File: src/rtl/dm_rmw_bridge.sv
// CPU data-memory to single-port SRAM bridge: loads, full-word stores, and
// read-modify-write for partial stores, plus a sticky halt flag and RMW counter.
module dm_rmw_bridge #(
    parameter int ADDR_W = 16,
    parameter int DATA_W = 32
) (
    input  logic              clk,
    input  logic              rst,
    input  logic              req_valid,
    output logic              req_ready,
    input  logic              req_we,
    input  logic [ADDR_W-1:0] req_addr,
    input  logic [3:0]        req_be,
    input  logic [DATA_W-1:0] req_wdata,
    output logic              rsp_valid,
    output logic [DATA_W-1:0] rsp_rdata,
    output logic              sram_w_en,
    output logic [ADDR_W-1:0] sram_address,
    output logic [DATA_W-1:0] sram_write_data,
    input  logic [DATA_W-1:0] sram_read_data,
    output logic              halt,
    output logic [15:0]       rmw_count,
    output logic [2:0]        dbg_state
);

    localparam logic [2:0] S_IDLE    = 3'd0;
    localparam logic [2:0] S_RD_ADDR = 3'd1;
    localparam logic [2:0] S_RD_RESP = 3'd2;
    localparam logic [2:0] S_WR      = 3'd3;
    localparam logic [2:0] S_RMW_RD  = 3'd4;
    localparam logic [2:0] S_RMW_WR  = 3'd5;

    localparam logic [ADDR_W-1:0] HALT_ADDR = ADDR_W'(16'hFFFC);

    logic [2:0]        state_q, state_d;
    logic [ADDR_W-1:0] addr_q, addr_d;
    logic [3:0]        be_q, be_d;
    logic [DATA_W-1:0] wdata_q, wdata_d;
    logic              halt_q, halt_d;
    logic [15:0]       rmw_q, rmw_d;

    logic              accept;
    logic [DATA_W-1:0] merged;
    logic [DATA_W-1:0] wr_data;
    logic              w_en;

    // Handshake: a request transfers on a rising edge where req_valid and
    // req_ready are both 1; req_ready is only high in IDLE out of reset, and
    // the request fields are don't-care once that edge has passed.
    assign req_ready = (state_q == S_IDLE) && rst;
    assign accept    = req_valid && req_ready;

    always_comb begin
        state_d = state_q;
        case (state_q)
            S_IDLE: begin
                if (accept) begin
                    if (!req_we) begin
                        state_d = S_RD_ADDR;
                    end else if (req_be == 4'b1111 || req_be == 4'b0000) begin
                        state_d = S_WR;
                    end else begin
                        state_d = S_RMW_RD;
                    end
                end
            end
            S_RD_ADDR: state_d = S_RD_RESP;
            S_RD_RESP: state_d = S_IDLE;
            S_WR:      state_d = S_IDLE;
            S_RMW_RD:  state_d = S_RMW_WR;
            S_RMW_WR:  state_d = S_IDLE;
            default:   state_d = S_IDLE;
        endcase
    end

    always_comb begin
        addr_d  = addr_q;
        be_d    = be_q;
        wdata_d = wdata_q;
        if (accept) begin
            addr_d  = {req_addr[ADDR_W-1:2], 2'b00};
            be_d    = req_be;
            wdata_d = req_wdata;
        end
    end

    // Read data arrives the cycle after RMW_RD drives the address, i.e. in RMW_WR.
    always_comb begin
        merged = '0;
        for (int i = 0; i < 4; i++) begin
            merged[8*i +: 8] = be_q[i] ? wdata_q[8*i +: 8] : sram_read_data[8*i +: 8];
        end
    end

    always_comb begin
        wr_data = '0;
        w_en    = 1'b0;
        if (state_q == S_WR) begin
            wr_data = wdata_q;
            w_en    = |be_q;
        end else if (state_q == S_RMW_WR) begin
            wr_data = merged;
            w_en    = 1'b1;
        end
    end

    always_comb begin
        halt_d = halt_q;
        if (w_en && addr_q == HALT_ADDR && wr_data[7:0] == 8'hFF) begin
            halt_d = 1'b1;
        end
        rmw_d = rmw_q;
        if (state_q == S_RMW_WR && rmw_q != 16'hFFFF) begin
            rmw_d = rmw_q + 16'd1;
        end
    end

    always_ff @(posedge clk or negedge rst) begin
        if (!rst) begin
            state_q <= S_IDLE;
            addr_q  <= '0;
            be_q    <= '0;
            wdata_q <= '0;
            halt_q  <= 1'b0;
            rmw_q   <= '0;
        end else begin
            state_q <= state_d;
            addr_q  <= addr_d;
            be_q    <= be_d;
            wdata_q <= wdata_d;
            halt_q  <= halt_d;
            rmw_q   <= rmw_d;
        end
    end

    assign rsp_valid       = (state_q == S_RD_RESP) || (state_q == S_WR) || (state_q == S_RMW_WR);
    assign rsp_rdata       = (state_q == S_RD_RESP) ? sram_read_data : '0;
    assign sram_w_en       = w_en;
    assign sram_address    = addr_q;
    assign sram_write_data = wr_data;
    assign halt            = halt_q;
    assign rmw_count       = rmw_q;
    assign dbg_state       = state_q;

endmodule

File: config.mk
export PLATFORM = sky130hd
export DESIGN_NAME = dm_rmw_bridge
export DESIGN_NICKNAME = d
export VERILOG_FILES = /design/src/rtl/dm_rmw_bridge.sv
export SDC_FILE = /design/constraint.sdc
export NUM_CORES = 1
export LEC_CHECK = 0
export ABC_AREA = 1
export CORE_ASPECT_RATIO = 0.7
export CORE_MARGIN = 2
export CORE_UTILIZATION = 38
export CTS_CLUSTER_DIAMETER = 100
export DETAILED_ROUTE_END_ITERATION = 12
export PLACE_DENSITY = 0.8
export SLEW_MARGIN = 30
export SYNTH_ARGS = -nofsm -noshare
export SYNTH_HDL_FRONTEND = slang
export SYNTH_SLANG_ARGS = --single-unit
File: constraint.sdc
create_clock -name clk -period 1.7 [get_ports clk]
set_clock_uncertainty 0.1 [all_clocks]
set_input_delay 0.255 -clock clk [delete_from_list [all_inputs] [get_ports clk]]
set_output_delay 0.255 -clock clk [all_outputs]
set_load 0.05 [all_outputs]
Word level (Yosys, flattened, before mapping)
Cells that the tools add are included.
{"block": "word_totals", "ff_bits": 70, "elab_cells": 41}
{"block": "op_classes", "n_reduce_logical": 11, "n_eq_ne": 10, "n_mux": 13, "addsub": 1}
{"operator": "$mux 32", "n": 3}
{"operator": "$mux 8", "n": 4}
{"operator": "$add 16x1->16 const B", "n": 1}
{"operator": "$ne 16x16->1 const B", "n": 1}
{"operator": "$eq 14x14->1 const B", "n": 1}
{"operator": "$mux 3", "n": 3}
{"operator": "$pmux 3 s3", "n": 1}
{"operator": "$eq 8x8->1 const B", "n": 1}
{"operator": "$eq 3x2->1 const B", "n": 2}
{"operator": "$eq 3x3->1 const B", "n": 2}
{"operator": "$logic_and 1x1->1", "n": 5}
{"operator": "$eq 4x4->1 const B", "n": 1}
{"operator": "$logic_not 4->1", "n": 1}
{"operator": "$reduce_or 4->1", "n": 1}
{"operator": "$eq 3x1->1 const B", "n": 1}
{"operator": "$logic_not 3->1", "n": 1}
{"operator": "$logic_or 1x1->1", "n": 3}
{"operator": "$mux 1", "n": 2}
{"operator": "$ne 2x2->1 const B", "n": 1}

Longest topological paths before layout
Gate-level depths: netlist (run 1).
{"block": "depth", "ltp_word": 6, "mapped_depth": 10}

Least setup slack after synthesis (run 1)
Ideal clock, no wire load.
{"block": "synth_path", "path_kind": "register -> output", "from": "reg state_q[1], in the netlist dbg_state[1]", "to": "out rsp_valid", "n_path_buf": 0, "stages_incl_launch_ff": 3, "setup_slack_ns": -0.538, "t_arrival_ns": 1.883, "cell_sequence": "dfrtp_1 inv_1 o21ai_0"}
{"block": "synth_via", "elab_chain_cells": 3, "word_cells_on_any_way": 5, "cone_classes": "3 x eq/ne; 2 x reduce/logical"}
{"element": "from (decl)", "line_no": "35", "source": "logic [2:0] state_q, state_d;"}
{"element": "from (signal assigned)", "line_no": "127", "source": "state_q <= state_d;"}
{"element": "$eq 3x2->1", "line_no": "136", "source": "assign rsp_valid = (state_q == S_RD_RESP) || (state_q == S_WR) || (state_q == S_RMW_WR);"}
{"element": "$logic_or 1x1->1", "line_no": "136"}
{"element": "$logic_or 1x1->1 *", "line_no": "136"}
{"element": "to (decl)", "line_no": "15", "source": "output logic rsp_valid,"}
Mark *: on every way between the ends. The rest lies on a longest branch, timed or not.

Worst setup path in the final report (run 1)
{"block": "layout_path", "from": "reg state_q[1], in the netlist dbg_state[1]", "to": "out sram_write_data[6]"}
{"block": "layout_via", "elab_chain_cells": 3, "word_cells_on_any_way": 4, "cone_classes": "2 x eq/ne; 2 x mux"}
{"element": "$eq 3x3->1", "line_no": "101", "source": "end else if (state_q == S_RMW_WR) begin"}
{"element": "$mux 32", "line_no": "101"}
{"element": "$mux 32 *", "line_no": "98", "source": "if (state_q == S_WR) begin"}
{"element": "to (decl)", "line_no": "19", "source": "output logic [DATA_W-1:0] sram_write_data,"}
Marks and branches as above.

==> results of run 1 <==
## final cells by class
cell class,instances,area share (%)
multi-input cells,452,32.0
flip-flops and latches,70,20.6
well taps,153,2.23
clock buffers,11,2.94
repair buffers,251,39.3
inverters,58,2.59
clock inverters,5,0.393
## sequential cells by signal, indices dropped and copies added (netlist names)
name,flops
sram_address,14
dbg_state,3
halt,1
rmw_count,16
wdata_q,32
be_q,4
## critical path: cells and delay by family, from the launching register on
kind,cells,cell delay (ns)
and+or+nand+nor,4,0.35
buffers and inverters,4,0.51
DFF,1,0.44
## worst paths after layout
kind,startpoint,end
worst min register to register,halt,halt
worst max register to register,dbg_state[1],wdata_q[22]
min in group asynchronous,rst,sram_address[8]
worst min-delay path,req_valid,sram_address[12]
max in group asynchronous,rst,rmw_count[3]
worst max-delay path,dbg_state[1],sram_write_data[6]
## placed cells by master (no fill, tap or decap), types with 3 or more instances in the layout
cell type          n
clkdlybuf4s50_1   83
nand2_1          221
nand4_1            7
nand2_4           19
buf_4             62
a22o_4            24
nand3_1           58
nor2_1            19
nor2_4            34
buf_12            87
dfrtp_2           13
inv_1             54
nand2_2            9
nor3_1             3
xnor2_1            5
buf_6              8
clkbuf_16         14
dfrtp_1           57
o21ai_0           35
## power groups by stage
stage,Sequential [mW],Clock [mW],Combinational [mW]
finish,3.15,1.79,6.94
global placement,3.04,0,5.97
CTS,3.08,1.82,6.60
global route,3.25,1.90,7.32
floorplan,3.52,0,2.96
detailed placement,3.10,0,6.12
## cells by family after synthesis
group	synth area share (%)
xor gates and xnor gates	1.45
buffers and inverters	9.75
and+or+nand+nor	37.4
adders and majority gates	0.296
AOI/OAI and AO/OA	9.64
DFF	41.4
other	0.0886
## through the flow
stage	TNS, ns	power [mW]	hold slack, ns	area (sq um)
final	-16.40	11.9	0.171	8590
after detailed placement	-0.0390	9.22	0.245	7580
after global placement	0	9.02	0.240	7580
after global routing	-26.01	12.5	0.181	8590
after floorplan	-5.26	6.48	-0.141	4770
after CTS	-15.73	11.5	0.170	8220
## per-layer routing
layer / global-route usage, % / vias up / routed length (um)
li1: - / 2401 / -
met1: 34.3 / 2415 / 6790
met2: 45.0 / 241 / 8180
met3: 8.49 / 47 / 1290
met4: 11.6 / 0 / 480
met5: 0 / - / 0
## repair_timing
action,4_1_cts,5_1_grt
pin swaps,9,22
hold buffers,1,0
setup buffers,15,16
gates resized for setup,27,51
endpoints found under the hold margin,70,0
gates cloned,4,5
endpoints found under the setup margin,73,135
==> impl_results.md, run 1 <==
- Non-Filler Instances: 1000
- Setup CP Type: reg -> out
- Sw frac: 45.9%
- Worst skew pair latency: 0.33 ns
- I/O pins: 191
- Syn_area_per_cell: 6.88 sq um
- Dominant cell type by area after synthesis: dfrtp_1
- Antenna diode count: 0
- Achievable Freq: 499 MHz
- PwrDens: 1380 nW/um^2
- CTS tree: yes
- Cell Area, Synth: 4230 sq um
- Ranking of synthesized cells by area: dfrtp_1 (41%), nand2_1 (22%), nand3_1 (7.0%), inv_1 (5.0%), a22o_1 (5.0%)
- Reg power frac: 26.5%
- Cells after Synth: 615
- Critical Path RT: 1.34 ns
- Gr ovfl total: 0
- Fraction of registers with async set or reset after synthesis: 100%
- P_int: 6.43 mW
- Outcome: finished with violations
- Yosys reg bits: 70
- Floorplan row count: 32
- Yosys warning total: 0
- Final setup fails: 116
- Most used DFF post-synth: dfrtp_1
- Die Height: 92.3 um
- Final worst slack: -0.305 ns
- Pre-CTS setup slack: -0.0122 ns
- Critical Path, Cell by Cell: inv_2 > nand2_2 > nor2_4 > buf_12 > clkbuf_16 > nand2_4 > nand2_4 > buf_12
- Tcrit/Tclk final: 118%
- Multi-input combinational cell area: 2750 sq um
- Storage cell area: 1770 sq um
- Routed Antenna Nets: 0
- Die ar.: 12000 sq um
- Register area share after synthesis: 41.4%
- Slew Limit Fails: 0
- Endpoint type of the worst setup path: output port
- Commonest cells in the netlist: nand2_1 (249), dfrtp_1 (70), nand3_1 (59), inv_1 (56), nor2_1 (51)
- Yosys cell types: 30
- Peak supply drop: 0.00156 V
- Worst path max stage delay: 0.44 ns
- Period minus WS final: 2.01 ns
- Clock transition at the registers of the reported paths: 0.06 ns
- Htree depth: 3
- Worst Reg-to-Reg Cells: 8
- DR WL/cell: 16.7 um
- Max FO, Critical Path: 5
- Crit-path slowest cell: dfrtp_2
- Root Driver: clkbuf_16
- Hold Crit Depth: 3
- Worst R2R Setup Slack: -0.11 ns
- Largest net degree at the start of global routing: 71
- Final wirelength: 16700 um
- Clock Power Share: 15.1%
- Dpl cells: 947
- Pleak: 4.15 nW
- CTS Buf Count: 9
- Vias per std cell: 5.10
- Failing checks: negative setup slack
- RePlAce Congestion: 0.871
- Layout Area Growth over Synthesis: 103%
- Fillers: 699
- Starting Density: 38.7%
- Combinational share of power: 58.4%
- Hold Path Class: in -> reg
- GRT Util Overall: 27.7%
- DRT Pass-1 Iters: 5
- Initial DRC count: 301
- Drt drc: 0
- Worst setup SP type: flop
- Synth top area share: 41.4%
- HPWL after DPL: 11400 um
- Util after Layout: 78.6%
- Hold Vio Cnt, Final: 0
- Count leader, synth: nand2_1
- Vias in the first global route: 5173
- EDFF count, synth: 0
- MaxCap Viol Count: 0
- Port buffer count: 186
- Core box area: 10900 sq um
- Fraction of layout cells with a size suffix above 1: 34.9%
- RSZ-0062 raised after global routing: true
- CP arrival: 1.65 ns
- Clk sinks: 70
- Final net count: 931
- DIE WIDTH: 130 um
- Clock buffer depth: 2
- Initial antenna violation count: 0
- Switching power: 5.46 mW
- First-pass GRT wire length: 25800 um
- DR vias: 5104
Note: power is estimated with default switching activity, not from simulation.
==> run 2, diff against run 1 <==
--- a/config.mk
+++ b/config.mk
@@ -11,6 +11,7 @@
 export CORE_UTILIZATION = 38
 export CTS_CLUSTER_DIAMETER = 100
 export DETAILED_ROUTE_END_ITERATION = 12
+export MAX_ROUTING_LAYER = met4
 export PLACE_DENSITY = 0.8
 export SLEW_MARGIN = 30
 export SYNTH_ARGS = -nofsm -noshare
==> impl_results.md, run 2 (synthesis results as in run 1) <==
- Storage cell area: 1770 sq um
- Multi-input combinational cell area: 2690 sq um
- Pleak: 4.12 nW
- First-pass GRT wire length: 24700 um
- Worst R2R Setup Slack: -0.14 ns
- CP arrival: 1.63 ns
- Largest net degree at the start of global routing: 71
- Die Height: 92.3 um
- Fillers: 664
- Routed Antenna Nets: 0
- GRT Util Overall: 27.1%
- Final worst slack: -0.280 ns
- Post-DP Area: 7610 sq um
- Worst setup path endpoint: sram_write_data[12]
- Worst Setup SP: dbg_state[2]
- Initial antenna violation count: 0
- Commonest cells after routing, fill and taps aside: nand2_1 (231), buf_12 (87), clkdlybuf4s50_1 (83), buf_4 (62)
- Fraction of layout cells with a size suffix above 1: 34.9%
- Setup CP Type: reg -> out
- Pre-CTS setup slack: -0.0212 ns
- RSZ-0062 raised after global routing: true
- Initial DRC count: 311
- I/O pins: 191
- Worst setup SP type: flop
- DIE WIDTH: 130 um
- Commonest non-fill, non-tap cell in the layout: nand2_1
- Root Driver: clkbuf_16
- Outcome: finished with violations
- Layout Area Growth over Synthesis: 105%
- Finished Cell Area: 8670 sq um
- Port buffer count: 186
- Peak supply drop: 0.00134 V
- DRT Pass-1 Iters: 4
- MaxCap Viol Count: 0
- Max FO, Critical Path: 10
- Setup tns final: -19.35 ns
- Final net count: 941
- Worst Reg-to-Reg Cells: 9
- Worst skew pair latency: 0.34 ns
- Biggest register: wdata_q
- Clock transition at the registers of the reported paths: 0.06 ns
- Worst hold margin: 0.257 ns
- Critical Path RT: 1.34 ns
- Achievable Freq: 505 MHz
- Floorplan row count: 32
- Failing checks: negative setup slack
- Period minus WS final: 1.98 ns
- Hold Path Class: in -> reg
- Clock buffer depth: 2
- Max reg flops: 32
- DR WL/cell: 16.9 um
- CTS Buf Count: 9
- Final wirelength: 17100 um
- Tcrit/Tclk final: 116%
- R2R Path Start: dbg_state[1]
- Drt drc: 0
- Total power: 12.4 mW
- Die ar.: 12000 sq um
- RePlAce Congestion: 0.900
- Vias in the first global route: 4836
- PwrDens: 1430 nW/um^2
- Vias per std cell: 5.10
- Core box area: 10900 sq um
- HPWL after DPL: 11300 um
- Antenna diode count: 0
- Worst-margin pin slew: 0.511 ns
- Starting Density: 38.7%
- Crit Reg-Reg Endpoint: be_q[3]
- Endpoint type of the worst setup path: output port
- DR vias: 5155
- Htree depth: 3
- CTS tree: yes
- Rel. slew slack: 65.7%
- Final setup fails: 119
- Clk sinks: 70
- Gr ovfl total: 0
- Slew Limit Fails: 0
- Hold Vio Cnt, Final: 0
==> run 2: through the flow <==
step	utilization, %	instances
final	79.3	1010
after global placement	69.6	949
after floorplan	-	616
after CTS	75.5	986
after detailed placement	69.6	949
after global routing	79.3	1010
==> run 2: worst min path at each step <==
| stage | start | end | depth (start not counted) |
|---|---|---|---|
| final | req_valid | sram_address[10] | 3 |
| after floorplan | rst | be_q[0] | 0 |
| after CTS | req_valid | sram_address[10] | 3 |
| after global routing | req_valid | sram_address[11] | 3 |
| after detailed placement | rst | sram_address[6] | 2 |
| after global placement | rst | sram_address[9] | 2 |
==> run 2: critical path, stage by stage, from the launching register on <==
cell and delay, ns:
dfrtp_2 0.45, buf_6 0.14, nor2_4 0.13, buf_6 0.15, buf_16 0.14, a22o_4 0.14
buf_12 0.13
==> run 2: routing by layer <==
| layer | GRT usage, % | vias up | share of wire [%] |
|---|---|---|---|
| met3 | 5.95 | 18 | 7.9 |
| met5 | - | - | 0 |
| met4 | 5.38 | 0 | 0.89 |
| met1 | 35.6 | 2481 | 41 |
| li1 | - | 2431 | - |
| met2 | 43.7 | 225 | 50 |
==> run 2: what timing repair did <==
action	4_1_cts	5_1_grt
endpoints found under the setup margin	67	134
endpoints found under the hold margin	70	0
resized for setup	31	40
hold buffers	1	0
setup buffers	17	18
gates cloned	3	9
pin swaps	6	15
==> run 2: final cells by class <==
class                   instances  share of cell area, %
well taps                     153                   2.21
clock inverters                 7                   1.13
multi-input cells             453                   31.0
repair buffers                260                   40.0
inverters                      58                   2.60
flip-flops and latches         70                   20.4
clock buffers                   9                   2.60
==> run 2: where the power goes <==
group	internal, mW	switching, mW
Sequential	2.30	0.824
Combinational	3.25	3.96
Clock	1.29	0.774
Total	6.84	5.56
==> run 3, diff against run 2 <==
--- a/config.mk
+++ b/config.mk
@@ -10,6 +10,7 @@
 export CORE_MARGIN = 2
 export CORE_UTILIZATION = 38
 export CTS_CLUSTER_DIAMETER = 100
+export CTS_CLUSTER_SIZE = 28
 export DETAILED_ROUTE_END_ITERATION = 12
 export MAX_ROUTING_LAYER = met4
 export PLACE_DENSITY = 0.8
==> results of run 3 <==
Final layout, timing and power as in run 2 (identical DEF).
